$ cat src/rtl/memory_bus_arbiter_pkg.sv
// Shared constants for the memory bus arbiter: memory windows, port ids,
// fault cause type and a window-membership helper.
package memory_bus_arbiter_pkg;

  localparam logic [31:0] TEXT_BEGIN = 32'h0040_0000;
  localparam logic [31:0] TEXT_END   = 32'h0FFF_FFFF;
  localparam logic [31:0] DATA_BEGIN = 32'h8000_0000;
  localparam logic [31:0] DATA_END   = 32'h8FFF_FFFF;

  typedef enum logic {
    PORT_FETCH = 1'b0,
    PORT_DATA  = 1'b1
  } port_id_e;

  typedef enum logic {
    FAULT_NONE   = 1'b0,
    FAULT_ACCESS = 1'b1
  } fault_cause_e;

  function automatic logic in_window(input logic [31:0] addr,
                                     input logic [31:0] lo,
                                     input logic [31:0] hi);
    return (addr >= lo) && (addr <= hi);
  endfunction

endpackage

$ cat src/rtl/memory_bus_arbiter_decoder.sv
// Classifies a bus access against the TEXT/DATA windows and yields the
// legal bus enables plus a fault flag; usable by any bus master.
module mem_region_decoder
  import memory_bus_arbiter_pkg::*;
(
  input  logic [31:0]  address,
  input  logic         is_write,
  input  logic         is_fetch,
  output logic         read_en,
  output logic         write_en,
  output fault_cause_e fault
);

  logic text_hit_s;
  logic data_hit_s;

  // Window decode, fault detection and enable generation
  always_comb begin
    text_hit_s = in_window(address, TEXT_BEGIN, TEXT_END);
    data_hit_s = in_window(address, DATA_BEGIN, DATA_END);
    read_en    = 1'b0;
    write_en   = 1'b0;
    fault      = FAULT_NONE;
    if (!(text_hit_s || data_hit_s) || (is_write && text_hit_s) ||
        (is_fetch && (address[1:0] != 2'b00))) begin
      fault = FAULT_ACCESS;
    end else begin
      read_en  = !is_write;
      write_en = is_write;
    end
  end

endmodule

$ cat src/rtl/memory_bus_arbiter.sv
// Round-robin arbiter sharing one memory bus between the fetch port and the
// load/store port, with one-cycle registered responses and stall counters.
module memory_bus_arbiter
  import memory_bus_arbiter_pkg::*;
#(
  parameter int STALL_COUNT_WIDTH = 16
) (
  input  logic                         clock,
  input  logic                         reset,
  input  logic                         i_req,
  input  logic [31:0]                  i_address,
  output logic                         i_gnt,
  output logic                         i_rvalid,
  output logic [31:0]                  i_rdata,
  output logic                         i_err,
  input  logic                         d_req,
  input  logic [31:0]                  d_address,
  input  logic                         d_write_enable,
  input  logic [3:0]                   d_byte_enable,
  input  logic [31:0]                  d_write_data,
  output logic                         d_gnt,
  output logic                         d_rvalid,
  output logic [31:0]                  d_rdata,
  output logic                         d_err,
  output logic [31:0]                  bus_address,
  output logic                         bus_read_enable,
  output logic                         bus_write_enable,
  output logic [3:0]                   bus_byte_enable,
  output logic [31:0]                  bus_write_data,
  input  logic [31:0]                  bus_read_data,
  output logic [STALL_COUNT_WIDTH-1:0] i_stall_count,
  output logic [STALL_COUNT_WIDTH-1:0] d_stall_count
);

  localparam logic [STALL_COUNT_WIDTH-1:0] STALL_MAX = {STALL_COUNT_WIDTH{1'b1}};
  localparam logic [STALL_COUNT_WIDTH-1:0] STALL_ONE =
    {{(STALL_COUNT_WIDTH-1){1'b0}}, 1'b1};

  port_id_e     last_grant_r;
  logic [31:0]  sel_address_s;
  logic         sel_write_s;
  logic [3:0]   sel_byte_enable_s;
  logic [31:0]  sel_write_data_s;
  logic         dec_read_en_s;
  logic         dec_write_en_s;
  fault_cause_e dec_fault_s;
  logic         fault_s;

  // Grant selection: lone requester wins, conflicts go to the port not served last
  always_comb begin
    i_gnt = 1'b0;
    d_gnt = 1'b0;
    if (reset) begin
      i_gnt = 1'b0;
      d_gnt = 1'b0;
    end else if (i_req && d_req) begin
      if (last_grant_r == PORT_DATA) begin
        i_gnt = 1'b1;
      end else begin
        d_gnt = 1'b1;
      end
    end else begin
      i_gnt = i_req;
      d_gnt = d_req;
    end
  end

  // Winner payload mux; idle bus is driven to zero
  always_comb begin
    sel_address_s     = 32'h0000_0000;
    sel_write_s       = 1'b0;
    sel_byte_enable_s = 4'b0000;
    sel_write_data_s  = 32'h0000_0000;
    if (i_gnt) begin
      sel_address_s = i_address;
    end else if (d_gnt) begin
      sel_address_s     = d_address;
      sel_write_s       = d_write_enable;
      sel_byte_enable_s = d_byte_enable;
      sel_write_data_s  = d_write_data;
    end else begin
      sel_address_s = 32'h0000_0000;
    end
  end

  mem_region_decoder u_decoder (
    .address  (sel_address_s),
    .is_write (sel_write_s),
    .is_fetch (i_gnt),
    .read_en  (dec_read_en_s),
    .write_en (dec_write_en_s),
    .fault    (dec_fault_s)
  );

  assign fault_s          = (dec_fault_s == FAULT_ACCESS);
  assign bus_address      = sel_address_s;
  assign bus_read_enable  = (i_gnt || d_gnt) && dec_read_en_s;
  assign bus_write_enable = d_gnt && dec_write_en_s;
  assign bus_byte_enable  = sel_byte_enable_s;
  assign bus_write_data   = sel_write_data_s;

  // Round-robin history; holds through idle cycles
  always_ff @(posedge clock) begin
    if (reset) begin
      last_grant_r <= PORT_DATA;
    end else if (i_gnt) begin
      last_grant_r <= PORT_FETCH;
    end else if (d_gnt) begin
      last_grant_r <= PORT_DATA;
    end else begin
      last_grant_r <= last_grant_r;
    end
  end

  // One-cycle responses; the losing port keeps its last data and error
  always_ff @(posedge clock) begin
    if (reset) begin
      i_rvalid <= 1'b0;
      i_rdata  <= 32'h0000_0000;
      i_err    <= 1'b0;
      d_rvalid <= 1'b0;
      d_rdata  <= 32'h0000_0000;
      d_err    <= 1'b0;
    end else begin
      i_rvalid <= i_gnt;
      d_rvalid <= d_gnt;
      if (i_gnt) begin
        i_rdata <= bus_read_enable ? bus_read_data : 32'h0000_0000;
        i_err   <= fault_s;
      end
      if (d_gnt) begin
        d_rdata <= bus_read_enable ? bus_read_data : 32'h0000_0000;
        d_err   <= fault_s;
      end
    end
  end

  // Saturating stall counters
  always_ff @(posedge clock) begin
    if (reset) begin
      i_stall_count <= {STALL_COUNT_WIDTH{1'b0}};
      d_stall_count <= {STALL_COUNT_WIDTH{1'b0}};
    end else begin
      if (i_req && !i_gnt && (i_stall_count != STALL_MAX)) begin
        i_stall_count <= i_stall_count + STALL_ONE;
      end
      if (d_req && !d_gnt && (d_stall_count != STALL_MAX)) begin
        d_stall_count <= d_stall_count + STALL_ONE;
      end
    end
  end

endmodule

$ cat config.mk
export PLATFORM = sky130hd
export DESIGN_NAME = memory_bus_arbiter
export DESIGN_NICKNAME = d
export VERILOG_FILES = /design/src/rtl/memory_bus_arbiter_pkg.sv /design/src/rtl/memory_bus_arbiter_decoder.sv /design/src/rtl/memory_bus_arbiter.sv
export SDC_FILE = /design/constraint.sdc
export NUM_CORES = 1
export LEC_CHECK = 0
export CAP_MARGIN = 20
export CORE_ASPECT_RATIO = 1.25
export CORE_MARGIN = 2
export CORE_UTILIZATION = 33
export CTS_BUF_LIST = sky130_fd_sc_hd__clkbuf_2 sky130_fd_sc_hd__clkbuf_4 sky130_fd_sc_hd__clkbuf_8
export CTS_CLUSTER_DIAMETER = 120
export DETAILED_ROUTE_END_ITERATION = 12
export GPL_TIMING_DRIVEN = 0
export PLACE_DENSITY = 0.83
export SYNTH_ARGS = -nofsm -noshare
export SYNTH_HDL_FRONTEND = slang
export SYNTH_HIERARCHICAL = 1
export SYNTH_SLANG_ARGS = --single-unit
$ cat constraint.sdc
create_clock -name clock -period 3.2 [get_ports clock]
set_clock_uncertainty 0.05 [all_clocks]
set_input_delay 0.64 -clock clock [delete_from_list [all_inputs] [get_ports clock]]
set_output_delay 0.64 -clock clock [all_outputs]
set_load 0.03 [all_outputs]
==> run metrics, run 1 <==
Critical R2R Launch last_grant_r; worst path required time ~2.5 ns; total grt overflow 0; net count after synthesis 693; Cell variety after synth 45; Vias 5713; post-synth top area share 43.9%; Syn Inst Count between 500 and 600; synth cell count leaders dfxtp_1 (101), o21ai_0 (73), nand3_1 (72), nand2_1 (49), and3_1 (42); CP Capture Type output port; Worst R2R Setup Slack 0.19 ns; Critical Path Source last_grant_r; num ports around 300; worst slew pin tran 0.731 ns; WL final a little under 20 mm; Power Dens Cells between 300 and 400 nW/µm²; Area Overhead vs Synth 80.8%; RSZ-0062 raised after global routing yes; main combinational cell family by area after synthesis simple AND/OR/NAND/NOR gates; cts bufs inserted 9; Routed Antenna Nets 0; Fin. Hold Viols 0; Die Footprint ~15000 µm²; Power, Total 2.92 mW; initial antenna violation count 1; clock-pin transition on the worst setup and hold timing paths 0.10 ns; Die Ht 136 µm; HP Start d_err; relative slew slack 50.9%; Worst VDD drop between 0.2 and 0.25 mV; status complete, but fails checks; CTS max path bufs 2; Root Buffer clkbuf_8; sequential area share after synthesis a little over two fifths; Max Cap Violations 0; number of enable flip-flop cells after synthesis 0; Cell Area, Placed 7960 µm²; final worst slack -0.0302 ns; Pleak 3.15 nW; Core Box Area roughly 14000 µm²; first-pass GRT wire length 28.9 mm; critical path type register to output port; YS warnings 6; # hold bufs at CTS 0; clk_lat worst skew between 0.3 and 0.4 ns; data arrival time of the critical path 2.54 ns; multiplexer area fraction after synthesis 0.489%; largest net degree at the start of global routing 20; # rows 48; slowest stage delay, CP 0.36 ns; Synth Area per Inst 8.32 µm²; H-tree depth 3; count leader, synth dfxtp_1; Synth Area in XOR/XNOR 0%; GPL Wtd Cong around 0.86; port buffer count 308; via count of the first global-routing pass approximately 5300; CTS tree yes; Cell Area, Synth 4610 µm²; Wirelength per Cell 18.6 µm; post-route minimum period 3.23 ns; Cell Chain, Critical Path and2b_2 -> or3_4 -> clkinv_8 -> clkbuf_16 -> a22o_4 -> nor4b_4 -> o211a_1 -> o211a_4 -> buf_6; Compound-Gate Fraction of Synth Area 23.2%; Synth area leader dfxtp_1; fin area between 8000 and 9000 µm²; Simple-Gate Fraction of Synth Area 26.9%; HPWL after DPL 15.4 mm; Tot GR Track Use around a quarter; Slew Viols, Final 0; CP max-delay cell nor4b_4; post-DR vias/cell 5.37; post-synthesis adder-cell area fraction less than 1%; clock sink count 101; crit path launch type register; failing checks negative setup slack; Seq cells post-synth ~100; most used flip-flop cell after synthesis dfxtp_1; Iter 0 DRT Violations 270; Worst Path Max Fanout 8; Synth async-reset ratio 0%; fin crit share 101%; # diodes 0; top post-synthesis cells by area dfxtp_1 (44%), o21ai_0 (7.9%), nand3_1 (7.8%); worst min-delay path class register to register; worst hold slack 0.406 ns; Initial Util 33.5%; drt drc 0; final setup violation count 1; share of layout cells above drive strength 1 7.77%; Die W around 110 µm; Pre-antenna DRT Iters 5; FMAX 310 MHz; Final #Nets 1022
## power breakdown
part           internal, mW  switching, mW  total (mW)  leakage (nW)
Clock                 0.382          0.498       0.880         0.110
Sequential             1.29         0.0175        1.30         0.817
Combinational         0.347          0.390       0.737          2.22
Total                  2.01          0.905        2.92          3.15
## worst paths after layout
path / endpoint / depth (start not counted)
setup / recovery: bus_read_enable / 9
hold / removal: d_err / 2
setup reg to reg: i_rdata[25] / 12
hold reg to reg: d_err / 2
## cells in the final DEF (no fill, tap or decap), drive strengths merged, types with 2 or more instances in the layout
cell and instances:
nor4b 3, o41ai 5, a21oi 24, nor2 7, buf 31, inv 13
clkdlybuf4s50 275, nor3 3, and2 2, o211a 2, or3 5, dlygate4sd2 27
nor4 3, nand2 49, a211oi 3, or4b 3, mux2 2, o31ai 14
o21bai 2, nor2b 2, nand3 72, clkbuf 42, and4 2, o2111ai 3
dfxtp 101, ha 2, o311ai 3, and3 42, or3b 2, nand4 8
or4 15, a22o 32, o311a 3, o21ai 73, clkinv 5
## flip-flops by register name, indices dropped and copies added, names as in the netlist
| signal | cells |
|---|---|
| d_rdata | 32 |
| i_rdata | 32 |
| d_stall_count | 16 |
| i_stall_count | 16 |
| d_err | 1 |
| d_rvalid | 1 |
| i_err | 1 |
| i_rvalid | 1 |
| last_grant_r | 1 |
## cells by family after synthesis
logic type	Yosys count
flip-flops	101
multiplexers	2
adder cells (fa/ha/maj)	2
AO/OA/AOI/OAI	165
AND/OR/NAND/NOR	223
buffers and inverters	61
## layout make-up
| class | instances | area (µm²) |
|---|---|---|
| Fill cell | 1212 | 5420 |
| Timing Repair Buffer | 319 | 3140 |
| Multi-Input combinational cell | 392 | 2440 |
| Sequential cell | 101 | 2020 |
| Buffer | 48 | 235 |
| Tap cell | 175 | 219 |
| Clock buffer | 9 | 124 |
| Clock inverter | 7 | 91.3 |
| Inverter | 12 | 62.6 |
## worst max-delay path, delay by kind of cell (launching register included)
family | cells | cell delay (ns)
buffers and inverters | 3 | 0.38
AO/OA/AOI/OAI | 3 | 0.69
AND/OR/NAND/NOR | 3 | 0.74
flip-flops | 1 | 0.35
## routing by layer
metal | vias up | routed length [µm] | global-route usage (%)
li1 | 2735 | - | -
met1 | 2679 | 8030 | 32.1
met2 | 261 | 9480 | 40.5
met3 | 38 | 1690 | 6.66
met4 | 0 | 604 | 10.3
met5 | - | 0 | 0
## per-stage QoR
step                setup TNS, ns  util [%]  setup WS (ns)  std cells
floorplan                       0         -         0.0204        554
global placement          -113.67      57.9          -1.91       1037
detailed placement        -118.40      57.9          -1.95       1037
CTS                        -0.119      60.2         -0.119       1060
global route               -0.138      60.6         -0.106       1063
finish                    -0.0302      60.6        -0.0302       1063
## what timing repair did
item / 4_1_cts / 5_1_grt
setup endpoints to repair: 137 / 11
gates cloned: 1 / 0
buffers inserted: 6 / 4
pin swaps: 4 / 6
resized for setup: 78 / 14
Power figures use the tool's default switching activity.
==> run 2: changes to the inputs <==
--- a/config.mk
+++ b/config.mk
@@ -13,7 +13,7 @@
 export CTS_CLUSTER_DIAMETER = 120
 export DETAILED_ROUTE_END_ITERATION = 12
 export GPL_TIMING_DRIVEN = 0
-export PLACE_DENSITY = 0.83
+export PLACE_DENSITY_LB_ADDON = 0.3
 export SYNTH_ARGS = -nofsm -noshare
 export SYNTH_HDL_FRONTEND = slang
 export SYNTH_HIERARCHICAL = 1
==> run 2 against run 1 <==
Against the previous run: the run still ends with negative setup slack left; total power is 1.1% lower; register-to-register slack gained 0.02 ns; fmax down 0.33%; die area stayed put; sequential cell count unchanged; critical path depth is 1 higher; highest routed layer is now met5.
==> run metrics, run 2 (synthesis gave the netlist of run 1 again) <==
most frequent cells in the layout clkdlybuf4s50_1 (275), dfxtp_1 (100), o21ai_0 (73), nand3_1 (72), nand2_1 (48); Tot GR Track Use approximately a quarter; worst min-delay path class register to register; data arrival time of the critical path 2.55 ns; Setup TNS Final -0.0408 ns; failing checks negative setup slack; Pre-antenna DRT Iters 5; largest net degree at the start of global routing 19; Die Ht 136 µm; delay-heaviest family, CP simple AND/OR/NAND/NOR gates; worst path required time 2.51 ns; Root Buffer clkbuf_8; Area Overhead vs Synth 80.1%; RSZ-0062 raised after global routing yes; final setup violation count 1; CTS max path bufs 2; post-DR vias/cell 5.23; Final #Nets 1021; port buffer count roughly 300; # diodes 0; via count of the first global-routing pass 5073; total grt overflow 0; pre-CTS setup slack -1.93 ns; CTS tree yes; top flop regs d_rdata: 32 flops, i_rdata: 32 flops; Worst VDD drop 0.226 mV; HPWL after DPL 14.9 mm; slowest stage delay, CP about 0.37 ns; GPL Wtd Cong 0.837; critical path type register to output port; post-route insts no fill 1062; relative slew slack 48.1%; share of layout cells above drive strength 1 7.89%; WL final around 19 mm; drt drc 0; worst slew pin tran 0.773 ns; fin crit share 101%; FMAX 309 MHz; Slew Viols, Final 0; Power Dens Cells 348 nW/µm²; Max Cap Violations 0; Die Footprint 14900 µm²; Die W 110 µm; Wirelength per Cell 18.1 µm; # rows 48; area of the multi-input gates 2430 µm²; Iter 0 DRT Violations 250; Routed Antenna Nets 0; commonest non-fill, non-tap cell in the layout clkdlybuf4s50_1; total instance count after detailed placement 1037; worst path bufs/invs 4; Worst Path Max Fanout 8; crit path launch type register; cts bufs inserted 9; initial antenna violation count 1; FF/Latch Area 2030 µm²; num ports 309; status complete, but fails checks; Worst R2R Setup Slack ~0.21 ns; Cell Chain, Critical Path and2b_2 -> or3_4 -> clkinv_4 -> clkbuf_16 -> a22o_4 -> nor4b_4 -> buf_4 -> and3_1 -> and3_4 -> buf_6; clock sink count 101; final core occ 60.4%; Layout fillers 1262; Core Box Area 13800 µm²; H-tree depth 3; # hold bufs at CTS 0; CP Capture Type output port; Vias 5551; CP max-delay cell dfxtp_4; Pleak 3.19 nW; first-pass GRT wire length 28.0 mm; Fin. Hold Viols 0; clk_lat worst skew between 0.3 and 0.4 ns; final worst slack -0.0408 ns; Initial Util about a third; clock-pin transition on the worst setup and hold timing paths around 0.1 ns; post-route minimum period 3.24 ns; Power, Total a little under 3 mW
[run 2: changes by cell type in the layout (fill, tap and decap cells not counted), sizes merged]
| cell | previous run | this run |
|---|---|---|
| inv | 13 | 14 |
| dlygate4sd2 | 27 | 20 |
| buf | 31 | 30 |
| clkinv | 5 | 2 |
| dlymetal6s2s | 1 | 7 |
| clkbuf | 42 | 44 |
| clkinvlp | 0 | 1 |
[run 2: tightest hold or removal path, stage by stage (launching register included)]
cell and delay (ns):
dfxtp_1 0.32, nand3_1 0.05, o21ai_0 0.06
[run 2: final timing paths]
kind	start	end	depth (start not counted)
worst min register to register	d_rdata[16]	d_rdata[16]	2
worst max register to register	last_grant_r	d_rdata[25]	12
worst max-delay path	last_grant_r	bus_write_enable	10
worst min-delay path	d_rdata[16]	d_rdata[16]	2
[run 2: layer usage]
metal | vias up | wire (µm) | global-route usage [%]
met3 | 22 | 1530 | 7.09
met1 | 2590 | 8230 | 33.2
met4 | 2 | 338 | 6.26
met2 | 203 | 9080 | 37.7
met5 | - | 19 | 0
li1 | 2734 | - | -
[run 2: cell type report]
| cell class | count | area share (%) |
|---|---|---|
| clock inverters | 6 | 0.904 |
| well taps | 175 | 2.64 |
| inverters | 12 | 0.618 |
| multi-input cells | 392 | 29.3 |
| plain buffers | 48 | 2.70 |
| repair buffers | 318 | 37.9 |
| clock buffers | 10 | 1.58 |
| flip-flops and latches | 101 | 24.4 |
[run 2: what timing repair did]
action,CTS,global route
pin swaps,4,2
setup endpoints to repair,136,30
setup buffers,6,4
resized for setup,69,15
gates cloned,0,0
[run 2: where the power goes]
part	internal, mW	leakage, nW	switching [mW]
combinational	0.345	2.27	0.377
sequential	1.29	0.817	0.0188
clock	0.385	0.103	0.474
[run 2: through the flow]
step	hold WS (ns)	instance area, µm²
6_report	0.424	8300
5_1_grt	0.448	8300
4_1_cts	0.429	8240
3_5_place_dp	0.411	7960
3_3_place_gp	0.403	7960
2_1_floorplan	0.423	4660
